--- config.mk ---
export PLATFORM = sky130hd
export DESIGN_NAME = sdp_ram_flat
export DESIGN_NICKNAME = d
export VERILOG_FILES = /design/src/rtl/sdp_ram_if.sv /design/src/rtl/sdp_ram.sv /design/src/flat_wrapper.sv
export SDC_FILE = /design/constraint.sdc
export NUM_CORES = 1
export LEC_CHECK = 0
export BUFFER_PORTS_ARGS = -buffer_cell sky130_fd_sc_hd__buf_2
export CORE_ASPECT_RATIO = 0.7
export CORE_MARGIN = 8
export CORE_UTILIZATION = 30
export CTS_CLUSTER_DIAMETER = 80
export CTS_CLUSTER_SIZE = 25
export DETAILED_ROUTE_END_ITERATION = 16
export SYNTH_ARGS = -nofsm -noshare
export SYNTH_HDL_FRONTEND = slang
export SYNTH_SLANG_ARGS = --single-unit
export TNS_END_PERCENT = 1
--- constraint.sdc ---
create_clock -name clka -period 2.8 [get_ports clka]
set_input_delay 0.14 -clock clka [delete_from_list [all_inputs] [get_ports clka]]
set_output_delay 0.14 -clock clka [all_outputs]
set_load 0.01 [all_outputs]
--- src/rtl/sdp_ram_if.sv ---
// Port bundle for the simple dual-port RAM: write port A, read port B.
// The master drives addresses, data and enables; the RAM (slave) drives read data.
interface sdp_ram_if #(
    parameter int AW    = 5,
    parameter int DW    = 8,
    parameter int NLANE = 1
);
    logic             ena;
    logic [NLANE-1:0] wea;
    logic [AW-1:0]    addra;
    logic [DW-1:0]    dina;
    logic             enb;
    logic             regceb;
    logic [AW-1:0]    addrb;
    logic [DW-1:0]    doutb;

    modport master (
        output ena, wea, addra, dina, enb, regceb, addrb,
        input  doutb
    );

    modport slave (
        input  ena, wea, addra, dina, enb, regceb, addrb,
        output doutb
    );
endinterface

--- src/rtl/sdp_ram.sv ---
// Single-clock simple dual-port RAM with lane write enables and a read latency of 0, 1 or 2.
// Read-first on same-address collisions; rstb clears only the output register.
module sdp_ram #(
    parameter int ADDR_WIDTH_A       = 5,
    parameter int ADDR_WIDTH_B       = 5,
    parameter int WRITE_DATA_WIDTH_A = 8,
    parameter int READ_DATA_WIDTH_B  = 8,
    parameter int BYTE_WRITE_WIDTH_A = 8,
    parameter int MEMORY_SIZE        = 256,
    parameter int READ_LATENCY_B     = 1,
    parameter logic [READ_DATA_WIDTH_B-1:0] READ_RESET_VALUE_B = '0
) (
    input  logic     clka,
    input  logic     rstb,
    sdp_ram_if.slave bus
);
    localparam int DEPTH = MEMORY_SIZE / WRITE_DATA_WIDTH_A;
    localparam int NLANE = WRITE_DATA_WIDTH_A / BYTE_WRITE_WIDTH_A;
    localparam int BWW   = BYTE_WRITE_WIDTH_A;

    logic [WRITE_DATA_WIDTH_A-1:0] r_mem [DEPTH] = '{default: '0};

    logic                         w_wr_ok;
    logic                         w_rd_ok;
    logic [READ_DATA_WIDTH_B-1:0] w_rd_data;
    logic                         w_unused_ok;

    assign w_wr_ok   = int'(bus.addra) < DEPTH;
    assign w_rd_ok   = int'(bus.addrb) < DEPTH;
    assign w_rd_data = w_rd_ok ? r_mem[bus.addrb] : '0;

    // Depending on latency some controls have no effect; tie them off here.
    assign w_unused_ok = &{1'b0, rstb, bus.enb, bus.regceb};

    always_ff @(posedge clka) begin
        if (bus.ena && w_wr_ok) begin
            for (int i = 0; i < NLANE; i++) begin
                if (bus.wea[i]) begin
                    r_mem[bus.addra][i*BWW +: BWW] <= bus.dina[i*BWW +: BWW];
                end
            end
        end
    end

    generate
        if (READ_LATENCY_B == 0) begin : g_lat0
            assign bus.doutb = w_rd_data;
        end else if (READ_LATENCY_B == 1) begin : g_lat1
            logic [READ_DATA_WIDTH_B-1:0] r_dout;

            // w_rd_data is sampled before this edge's write lands: read-first.
            always_ff @(posedge clka) begin
                if (rstb) begin
                    r_dout <= READ_RESET_VALUE_B;
                end else if (bus.enb) begin
                    r_dout <= w_rd_data;
                end
            end

            assign bus.doutb = r_dout;
        end else begin : g_lat2
            logic [READ_DATA_WIDTH_B-1:0] r_s1;
            logic [READ_DATA_WIDTH_B-1:0] r_dout;

            always_ff @(posedge clka) begin
                if (bus.enb) begin
                    r_s1 <= w_rd_data;
                end
            end

            always_ff @(posedge clka) begin
                if (rstb) begin
                    r_dout <= READ_RESET_VALUE_B;
                end else if (bus.regceb) begin
                    r_dout <= r_s1;
                end
            end

            assign bus.doutb = r_dout;
        end
    endgenerate
endmodule

--- src/flat_wrapper.sv ---
// flat-port wrapper written by rule: the top's interface ports become plain ports
module sdp_ram_flat 
#(
    parameter int ADDR_WIDTH_A       = 5,
    parameter int ADDR_WIDTH_B       = 5,
    parameter int WRITE_DATA_WIDTH_A = 8,
    parameter int READ_DATA_WIDTH_B  = 8,
    parameter int BYTE_WRITE_WIDTH_A = 8,
    parameter int MEMORY_SIZE        = 256,
    parameter int READ_LATENCY_B     = 1,
    parameter logic [READ_DATA_WIDTH_B-1:0] READ_RESET_VALUE_B = '0
)
  (clka, rstb, bus_ena, bus_wea, bus_addra, bus_dina, bus_enb, bus_regceb, bus_addrb, bus_doutb);
  sdp_ram_if #(.AW(5), .DW(8), .NLANE(1)) bus_i ();
  input  logic clka;
  input  logic rstb;
  input wire logic [$bits(bus_i.ena)-1:0] bus_ena;
  input wire logic [$bits(bus_i.wea)-1:0] bus_wea;
  input wire logic [$bits(bus_i.addra)-1:0] bus_addra;
  input wire logic [$bits(bus_i.dina)-1:0] bus_dina;
  input wire logic [$bits(bus_i.enb)-1:0] bus_enb;
  input wire logic [$bits(bus_i.regceb)-1:0] bus_regceb;
  input wire logic [$bits(bus_i.addrb)-1:0] bus_addrb;
  output wire logic [$bits(bus_i.doutb)-1:0] bus_doutb;
  assign bus_i.ena = bus_ena;
  assign bus_i.wea = bus_wea;
  assign bus_i.addra = bus_addra;
  assign bus_i.dina = bus_dina;
  assign bus_i.enb = bus_enb;
  assign bus_i.regceb = bus_regceb;
  assign bus_i.addrb = bus_addrb;
  assign bus_doutb = bus_i.doutb;
  sdp_ram #(.ADDR_WIDTH_A(ADDR_WIDTH_A), .ADDR_WIDTH_B(ADDR_WIDTH_B), .WRITE_DATA_WIDTH_A(WRITE_DATA_WIDTH_A), .READ_DATA_WIDTH_B(READ_DATA_WIDTH_B), .BYTE_WRITE_WIDTH_A(BYTE_WRITE_WIDTH_A), .MEMORY_SIZE(MEMORY_SIZE), .READ_LATENCY_B(READ_LATENCY_B), .READ_RESET_VALUE_B(READ_RESET_VALUE_B)) u_core (.clka(clka), .rstb(rstb), .bus(bus_i));
endmodule
; Word level (Yosys, flattened, before mapping)
; Memory sizes are Yosys's and may differ from the RTL's. A register that Yosys moved wholly into a read port is not among the register bits.
; Cells that the tools add are included.
[totals]
register_bits = 0
mem_bits_rw = 256
in_bits = 24
output_inout_bits = 8
n_memories = 1
[op_classes]
n_mux = 3
[memory_table]
columns = memory, depth, word_bits, read_ports, rd_ports_with_merged_regs, write_ports, line
row1 = u_core.r_mem, 32, 8, 1, 1, 1, sdp_ram.sv:21  ; logic [WRITE_DATA_WIDTH_A-1:0] r_mem [DEPTH] = '{default: '0};
[op_table]
columns = operator, count
row1 = 1-bit 2-to-1 mux, 3

; Depth between registers and ports, before layout
; Gate-level depths: netlist (run 1).
[depth]
word_depth = 3
depth_mapped = 7
ltp_nobuf = 5

; Worst setup path after synthesis (run 1)
; Ideal clock, no wire load.
[synth_timing]
path_type = in2reg
from = input bus_addrb[2]
to = register u_core.g_lat1.r_dout[3] (netlist: u_core.bus.doutb[3]) (read register of u_core.r_mem)
t_arrival_ps = 1541
slack_ps = 1179
path_stages = 7
n_path_buf = 2
path_cell_list = and2_1 clkbuf_1 clkbuf_1 a22oi_1 a21oi_1 or4_1 a211oi_2
[synth_rtl]
columns = item, line
row1 = from (decl), flat_wrapper.sv:23  ; input wire logic [$bits(bus_i.addrb)-1:0] bus_addrb;
row2 = to (decl), sdp_ram.sv:49  ; logic [READ_DATA_WIDTH_B-1:0] r_dout;

==> results of run 1 <==
## Yosys cell counts, types with 2 or more instances
cell	number	area (um^2)
edfxtp_1	256	7690
mux2i_1	128	1280
a22oi_1	64	480
nor2_1	43	161
a21oi_1	32	160
clkbuf_1	17	63.8
buf_4	9	67.6
dfxtp_1	8	160
or4_1	8	60.1
a211oi_2	7	87.6
buf_1	5	18.8
buf_6	5	56.3
nand2_1	4	15.0
nand3b_1	3	22.5
nand2b_1	2	12.5
nor2b_1	2	12.5
or3_1	2	12.5
or3b_2	2	17.5
## power by group through the flow
stage                     Clock [mW]  Combinational, mW  Sequential (mW)
after floorplan                    0              0.243             4.47
after global placement             0              0.433             4.46
after detailed placement           0              0.439             4.46
after CTS                       2.37              0.441             4.37
after global routing            2.51              0.471             4.38
final                           2.31              0.435             4.37
## flip-flops by register name (all words and copies together) (netlist names)
| register | cells |
|---|---|
| u_core.r_mem | 256 |
| u_core.bus.doutb | 8 |
## cells in the final DEF (no fill, tap or decap), drive strengths merged, types with 2 or more instances in the layout
cell / Yosys / layout
a211oi: 8 / 8
a21oi: 32 / 32
a22oi: 64 / 64
buf: 19 / 57
clkbuf: 17 / 21
dfxtp: 8 / 8
edfxtp: 256 / 256
mux2i: 128 / 128
nand2: 4 / 4
nand2b: 2 / 2
nand3b: 3 / 3
nor2: 43 / 43
nor2b: 2 / 2
or3: 2 / 2
or3b: 2 / 2
or4: 8 / 8
## per-layer routing
metal,global-route usage,vias to the layer above,part of all wire
met1,0.165,2734,0.49
met3,0.0283,25,0.059
met2,0.168,126,0.44
met4,0.0229,0,0.015
met5,0,-,0
li1,-,2463,-
## path summary, 6_finish.rpt
check                            from             endpoint  slack, ns  depth (start not counted)
hold / removal                bus_enb  u_core.bus.doutb[3]       0.13                          2
setup / recovery         bus_addrb[2]  u_core.bus.doutb[5]       0.97                          7
setup reg to reg  u_core.r_mem[29][4]  u_core.bus.doutb[4]       1.02                          5
hold reg to reg   u_core.bus.doutb[6]  u_core.bus.doutb[6]       0.49                          2
## final cells by class
class	count	area [um^2]	area share
tap	472	591	0.0507
clock buffer	21	398	0.0342
clock inverter	2	38.8	0.00333
sequential	264	7850	0.674
timing repair buffer	58	394	0.0339
multi-input combinational	303	2370	0.204
## stage by stage
stage	std cells	power, mW	utilization
3_3_place_gp	1096	4.89	0.325
5_1_grt	1120	7.35	0.338
4_1_cts	1120	7.18	0.338
6_report	1120	7.11	0.338
3_5_place_dp	1096	4.90	0.325
2_1_floorplan	603	4.71	-
## worst max-delay path: cells and delay by family
kind / cells / cell delay (ns)
AOI/OAI and AO/OA: 3 / 0.54
buffers and inverters: 2 / 0.52
and+or+nand+nor: 2 / 0.98
## logic make-up (layout without fill, tap and decap cells)
family / after synthesis / count (layout) / synth area share
flip-flops: 264 / 264 / 0.753
multiplexers: 128 / 128 / 0.123
AO/OA/AOI/OAI: 104 / 104 / 0.0706
AND/OR/NAND/NOR: 71 / 71 / 0.0333
buffers and inverters: 36 / 81 / 0.0198
==> flow_metrics.env, run 1 <==
export IMPL_status="completed"
export IMPL_ctsResizeCount=0
export IMPL_dr_first_iter_drc_count=444
export IMPL_place_area_mm2=0.0112
export IMPL_arrival_ns=2.19
export IMPL_first_pass_iters=5
export IMPL_crit_type="primary input to flop"
export IMPL_port_buffers=30
export IMPL_grt_max_degree=47
export IMPL_period_needed_ns=1.83
export IMPL_cts_setup_buffers=0
export IMPL_maxCapViolations=0
export IMPL_p_int_mw=5.60
export IMPL_worst_ep_required_time_ns=3.16
export IMPL_critPathMaxStageDelay_ns=0.77
export IMPL_die_h_um=172
export IMPL_rows=57
export IMPL_area_delta_synth_final_pct=11.7
export IMPL_root_buffer="clkbuf_16"
export IMPL_insertion_delay_ns=0.50
export IMPL_critPathSlowestCell="nor2b_2"
export IMPL_setup_tns_final_ns=0
export IMPL_fin_area_mm2=0.0116
export IMPL_max_freq_ghz=0.548
export IMPL_power_density_mw_per_mm2=611
export IMPL_p_clk_frac=0.324
export IMPL_slew_headroom=0.373
export IMPL_syn_cell_area_mm2=0.0104
export IMPL_path_max_fanout=18
export IMPL_synth_yosys_warnings=0
export IMPL_vias=5348
export IMPL_worst_pin_slew_ns=0.936
export IMPL_yosysSeqAreaShare=0.753
export IMPL_cts_tree="built"
export IMPL_initial_utilization=0.302
export IMPL_gp_congestion=0.789
export IMPL_clockBufferDepth=3
export IMPL_cts_buffers=14
export IMPL_drc=0
export IMPL_clock_sinks=264
export IMPL_ios=32
export IMPL_synth_edf_count=256
export IMPL_synth_avg_cell_area_um2=17.3
export IMPL_die_area_mm2=0.0410
export IMPL_nets=665
export IMPL_ys_flop_type="edfxtp_1"
export IMPL_startpoint_type="primary input"
export IMPL_grtUsageTotal=0.113
export IMPL_antenna_left=0
export IMPL_seqPwrFrac=0.615
export IMPL_end_kind="flop"
export IMPL_drive_above_1_share=0.136
export IMPL_fin_crit_sh=0.652
export IMPL_rsz0062_at_grt="false"
export IMPL_critical_path_cell_chain="buf_2 > nor2b_2 > buf_4 > a22oi_1 > a21oi_1 > or4_1 > a211oi_2"
export IMPL_whs_ns=0.125
export IMPL_p_sw_frac=0.212
export IMPL_peakVddDrop_mv=0.307
export IMPL_clk_pin_slew_worst_paths_ns=0.10
export IMPL_fin_skew_ns=0.0199
export IMPL_core_mm2=0.0344
export IMPL_leakagePower_nw=3.91
export IMPL_syn_nets=627
export IMPL_fill_cells=3302
export IMPL_async_flop_share=0
export IMPL_grt_pass1_wl_um=34500
export IMPL_antenna_found_initial=0
export IMPL_ctsHoldBuffers=1
export IMPL_ys_types=24
export IMPL_netlist_instances=603
export IMPL_grt_pass1_vias=5267
export IMPL_globalRoute_totalOverflow=0
export IMPL_setup_viol=0
export IMPL_synth_seq_cells=264
export IMPL_place_ws_ns=0.490
export IMPL_htree_levels=1
export IMPL_power_switching_mw=1.51
export IMPL_wl_per_cell_um=20.9
export IMPL_routed_wl_um=23500
export IMPL_die_x_um=239
export IMPL_hold_path_class="primary input to flop"
export IMPL_dp_hpwl_um=14800
export IMPL_diodes=0
export IMPL_drt_vias_per_instance=4.78
export IMPL_finalWorstSetupSlack_ns=0.975
export IMPL_pwr_share_comb=0.061
export IMPL_slew_viol_final=0
export IMPL_hold_violations=0
Note: power is estimated with default switching activity, not from simulation.
==> run 2: changes to the inputs <==
Clock period 2.8 ns to 1.7 ns, I/O delays scaled along.
==> flow_metrics.env, run 2 (synthesis results as in run 1) <==
export IMPL_diodes=0
export IMPL_first_pass_iters=5
export IMPL_fin_area_mm2=0.0122
export IMPL_critical_path_cell_chain="mux2i_1 > a22oi_2 > a21oi_1 > buf_4 > or4_1 > a211oi_2"
export IMPL_gp_congestion=0.812
export IMPL_dp_hpwl_um=16200
export IMPL_grt_pass1_vias=5534
export IMPL_fill_cells=3261
export IMPL_rows=57
export IMPL_crit_family="compound AO/OA/AOI/OAI gates"
export IMPL_top_register="u_core.r_mem"
export IMPL_die_h_um=172
export IMPL_setup_tns_final_ns=-0.0354
export IMPL_slew_viol_final=0
export IMPL_end_kind="flop"
export IMPL_largest_register_ffs=256
export IMPL_htree_levels=1
export IMPL_routed_wl_um=24400
export IMPL_r2r_cells=6
export IMPL_clockBufferDepth=3
export IMPL_die_x_um=239
export IMPL_fin_crit_sh=1.02
export IMPL_path_max_fanout=1
export IMPL_arrival_ns=2.14
export IMPL_wl_per_cell_um=20.7
export IMPL_rr_startpoint="u_core.r_mem[24][5]"
export IMPL_mostFrequentLayoutCell="edfxtp_1"
export IMPL_place_ws_ns=-0.312
export IMPL_root_buffer="clkbuf_16"
export IMPL_hold_end="u_core.bus.doutb[3]"
export IMPL_leakagePower_nw=4.21
export IMPL_drive_above_1_share=0.213
export IMPL_timing_rr_end="u_core.bus.doutb[5]"
export IMPL_globalRoute_totalOverflow=0
export IMPL_rsz0062_at_grt="true"
export IMPL_slew_headroom=0.535
export IMPL_worst_ep_required_time_ns=2.11
export IMPL_nets=721
export IMPL_maxCapViolations=0
export IMPL_drt_vias_per_instance=4.73
export IMPL_drc=0
export IMPL_layout_common_cells="256 x edfxtp_1, 128 x mux2i_1, 72 x buf_4"
export IMPL_antenna_left=0
export IMPL_grtUsageTotal=0.117
export IMPL_period_needed_ns=1.74
export IMPL_hold_violations=0
export IMPL_cts_tree="built"
export IMPL_clk_pin_slew_worst_paths_ns=0.10
export IMPL_setup_viol=1
export IMPL_area_delta_synth_final_pct=17.0
export IMPL_initial_utilization=0.302
export IMPL_startpoint_type="flop"
export IMPL_max_freq_ghz=0.576
export IMPL_insertion_delay_ns=0.49
export IMPL_clock_sinks=264
export IMPL_finalWorstSetupSlack_ns=-0.0354
export IMPL_ios=32
export IMPL_peakVddDrop_mv=0.474
export IMPL_antenna_found_initial=0
export IMPL_die_area_mm2=0.0410
export IMPL_violations="negative setup slack"
export IMPL_place_area_mm2=0.0117
export IMPL_hold_depth=2
export IMPL_hp_start="bus_enb"
export IMPL_critPathMaxStageDelay_ns=0.53
export IMPL_fin_skew_ns=0.0129
export IMPL_reg2reg_slack_ns=-0.04
export IMPL_worst_pin_slew_ns=0.698
export IMPL_cp_buffers_inverters=1
export IMPL_crit_type="flop to flop"
export IMPL_cts_buffers=14
export IMPL_core_mm2=0.0344
export IMPL_vias=5572
export IMPL_grt_pass1_wl_um=36000
export IMPL_power_density_mw_per_mm2=958
export IMPL_dr_first_iter_drc_count=546
export IMPL_grt_max_degree=33
export IMPL_port_buffers=30
export IMPL_status="finished with violations"
export IMPL_hold_path_class="primary input to flop"
export IMPL_critPathSlowestCell="or4_1"
-- run 2: cell count changes in the layout (fill, tap and decap cells not counted), moves of 2 or more --
cell / before / now
a22oi_1: 64 / 59
a22oi_2: 0 / 5
buf_12: 2 / 11
buf_4: 25 / 72
clkbuf_1: 6 / 8
-- run 2: power by group --
group,switching [mW],internal (mW),total [mW]
sequential,0.0267,7.18,7.21
clock,1.96,1.67,3.64
combinational,0.507,0.332,0.839
-- run 2: what timing repair did --
action,in CTS,in global routing
hold endpoints to repair,8,0
setup endpoints to repair,4,8
resized for setup,5,3
buffers inserted,0,0
gates cloned,0,0
pin swaps,8,5
hold buffers,1,0
-- run 2: through the flow --
stage / util / std cells / hold slack (ns) / total power [mW]
floorplan: - / 603 / 0.184 / 7.76
CTS: 0.354 / 1177 / 0.0521 / 11.8
global placement: 0.340 / 1152 / 0.468 / 8.19
finish: 0.354 / 1177 / 0.0625 / 11.7
global route: 0.354 / 1177 / 0.0648 / 12.0
detailed placement: 0.340 / 1152 / 0.472 / 8.19
-- run 2: how the worst max path moves through the flow --
stage	from	to	slack, ns	depth (start not counted)
after global placement	bus_addrb[0]	u_core.bus.doutb[5]	-0.32	8
after CTS	u_core.r_mem[25][5]	u_core.bus.doutb[5]	-0.003	6
final	u_core.r_mem[24][5]	u_core.bus.doutb[5]	-0.04	6
after detailed placement	bus_addrb[0]	u_core.bus.doutb[5]	-0.31	8
after global routing	u_core.r_mem[21][4]	u_core.bus.doutb[4]	-0.07	6
after floorplan	bus_addrb[2]	u_core.bus.doutb[3]	0.13	7
-- run 2: area by class of cell --
type	count	area, um^2	share of cell area
timing repair buffer	114	927	0.0761
sequential	264	7850	0.644
clock buffer	23	405	0.0333
tap	472	591	0.0484
clock inverter	1	11.3	0.000924
multi-input combinational	303	2410	0.198
-- run 2: routing by layer --
layer  wire (um)  track usage  vias up
li1            -            -     2571
met1       11900        0.172     2818
met5           0            0        -
met3        1520       0.0264       26
met2       10600        0.177      157
met4         358       0.0218        0
-- run 2: worst register-to-register path: stages (launching register included) --
cell and delay (ns):
edfxtp_1 0.33, mux2i_1 0.07, a22oi_2 0.25, a21oi_1 0.11
buf_4 0.15, or4_1 0.53, a211oi_2 0.22
==> run 3: changes to the inputs <==
Settings changed: CORE_UTILIZATION 30 to 61, PLACE_DENSITY set to 0.9.
==> flow_metrics.env, run 3 (synthesis results as in run 1) <==
export IMPL_initial_utilization=0.616
export IMPL_critPathSlowestCell="or4_4"
export IMPL_root_buffer="clkbuf_16"
export IMPL_met1_usage=0.313
export IMPL_met2_usage=0.328
export IMPL_mostFrequentLayoutCell="edfxtp_1"
export IMPL_die_h_um=125
export IMPL_power_density_mw_per_mm2=988
export IMPL_status="finished with violations"
export IMPL_maxCapViolations=0
export IMPL_post_layout_nonfiller_instances=905
export IMPL_first_pass_iters=5
export IMPL_drive_above_1_share=0.202
export IMPL_rsz0062_at_grt="true"
export IMPL_wl_per_cell_um=26.0
export IMPL_clockBufferDepth=3
export IMPL_drt_vias_per_instance=6.58
export IMPL_routed_wl_um=23600
export IMPL_dp_hpwl_um=14900
export IMPL_grt_pass1_wl_um=34800
export IMPL_period_needed_ns=1.75
export IMPL_max_freq_ghz=0.571
export IMPL_htree_levels=1
export IMPL_final_util=0.692
export IMPL_path_max_fanout=1
export IMPL_core_mm2=0.0169
export IMPL_antenna_found_initial=0
export IMPL_port_buffers=30
export IMPL_worst_ep_required_time_ns=2.09
export IMPL_fin_crit_sh=1.03
export IMPL_setup_viol=1
export IMPL_critical_path_cell_chain="mux2i_1 > a22oi_1 > a21oi_2 > or4_4 > a211oi_2"
export IMPL_hold_violations=0
export IMPL_clk_pin_slew_worst_paths_ns=0.10
export IMPL_arrival_ns=2.14
export IMPL_grt_pass1_vias=5669
export IMPL_vias=5951
export IMPL_place_inst=883
export IMPL_hold_path_class="primary input to flop"
export IMPL_slew_headroom=0.523
export IMPL_layout_common_cells="256 x edfxtp_1, 128 x mux2i_1, 51 x a22oi_1"
export IMPL_grt_max_degree=33
export IMPL_diodes=0
export IMPL_slew_viol_final=0
export IMPL_area_delta_synth_final_pct=12.4
export IMPL_globalRoute_totalOverflow=0
export IMPL_peakVddDrop_mv=0.682
export IMPL_insertion_delay_ns=0.48
export IMPL_worst_pin_slew_ns=0.716
export IMPL_fin_skew_ns=0.0171
export IMPL_nets=693
export IMPL_gp_congestion=0.876
export IMPL_ios=32
export IMPL_rows=40
export IMPL_cts_buffers=14
export IMPL_top_register="u_core.r_mem"
export IMPL_die_x_um=172
export IMPL_violations="negative setup slack"
export IMPL_drc=0
export IMPL_die_area_mm2=0.0216
export IMPL_end_kind="flop"
export IMPL_grtUsageTotal=0.214
export IMPL_grt_busiest_layer="met2"
export IMPL_leakagePower_nw=4.07
export IMPL_dr_first_iter_drc_count=820
export IMPL_crit_type="flop to flop"
export IMPL_startpoint_type="flop"
export IMPL_finalWorstSetupSlack_ns=-0.0525
export IMPL_grt_use_met3=0.0418
export IMPL_cts_tree="built"
export IMPL_antenna_left=0
export IMPL_clock_sinks=264
export IMPL_largest_register_ffs=256
export IMPL_critPathMaxStageDelay_ns=0.59
-- run 3: changes by cell type in the layout (fill, tap and decap cells not counted) --
cell / before / now
clkbuf_1: 8 / 5
or4_4: 1 / 3
a22oi_2: 5 / 13
or4_1: 7 / 5
a22oi_1: 59 / 51
buf_4: 72 / 46
clkinv_8: 0 / 1
buf_12: 11 / 9
a21oi_1: 31 / 27
inv_8: 1 / 0
a21oi_2: 1 / 5
-- run 3: layout make-up --
cell class                 instances  area (um^2)
sequential                       264         7850
fill                            1062         5210
multi-input combinational        303         2470
timing repair buffer              86          692
clock buffer                      20          394
tap                              231          289
clock inverter                     1         16.3
-- run 3: per-layer routing --
metal / share of wire / vias up
met2: 0.48 / 393
li1: - / 2512
met1: 0.40 / 2994
met4: 0.028 / 0
met3: 0.10 / 52
met5: 0 / -
-- run 3: final timing paths --
| check | startpoint | end | slack (ns) | cells past startpoint |
|---|---|---|---|---|
| worst max-delay path | u_core.r_mem[29][6] | u_core.bus.doutb[6] | -0.05 | 5 |
| worst min-delay path | bus_enb | u_core.bus.doutb[1] | 0.08 | 2 |
| worst max register to register | u_core.r_mem[29][6] | u_core.bus.doutb[6] | -0.05 | 5 |
| worst min register to register | u_core.bus.doutb[1] | u_core.bus.doutb[1] | 0.58 | 2 |
-- run 3: critical path, delay by kind of cell (launching register included) --
family / cells / cell delay [ns]
AND/OR/NAND/NOR: 1 / 0.59
multiplexers: 1 / 0.07
AO/OA/AOI/OAI: 3 / 0.67
flip-flops: 1 / 0.33
-- run 3: metrics by stage --
stage | TNS (ns) | hold slack [ns] | power, mW | setup WS [ns] | area (um^2)
global route | -0.133 | 0.0834 | 11.9 | -0.0930 | 11700
global placement | -0.737 | 0.405 | 8.06 | -0.138 | 11200
floorplan | 0 | 0.184 | 7.76 | 0.134 | 10400
detailed placement | -1.29 | 0.411 | 8.10 | -0.214 | 11200
CTS | 0 | 0.0498 | 11.6 | 0.00178 | 11600
finish | -0.0525 | 0.0778 | 11.6 | -0.0525 | 11700
-- run 3: where the power goes --
group	leakage, nW	total (mW)	internal [mW]	switching (mW)
Combinational	1.50	0.795	0.292	0.503
Clock	0.198	3.57	1.65	1.92
Sequential	2.37	7.21	7.18	0.0300
-- run 3: repair_timing --
action	4_1_cts	5_1_grt
setup buffers	0	0
endpoints found under the hold margin	8	0
pin swaps	1	9
gates resized for setup	7	15
hold buffers	1	0
endpoints found under the setup margin	3	8
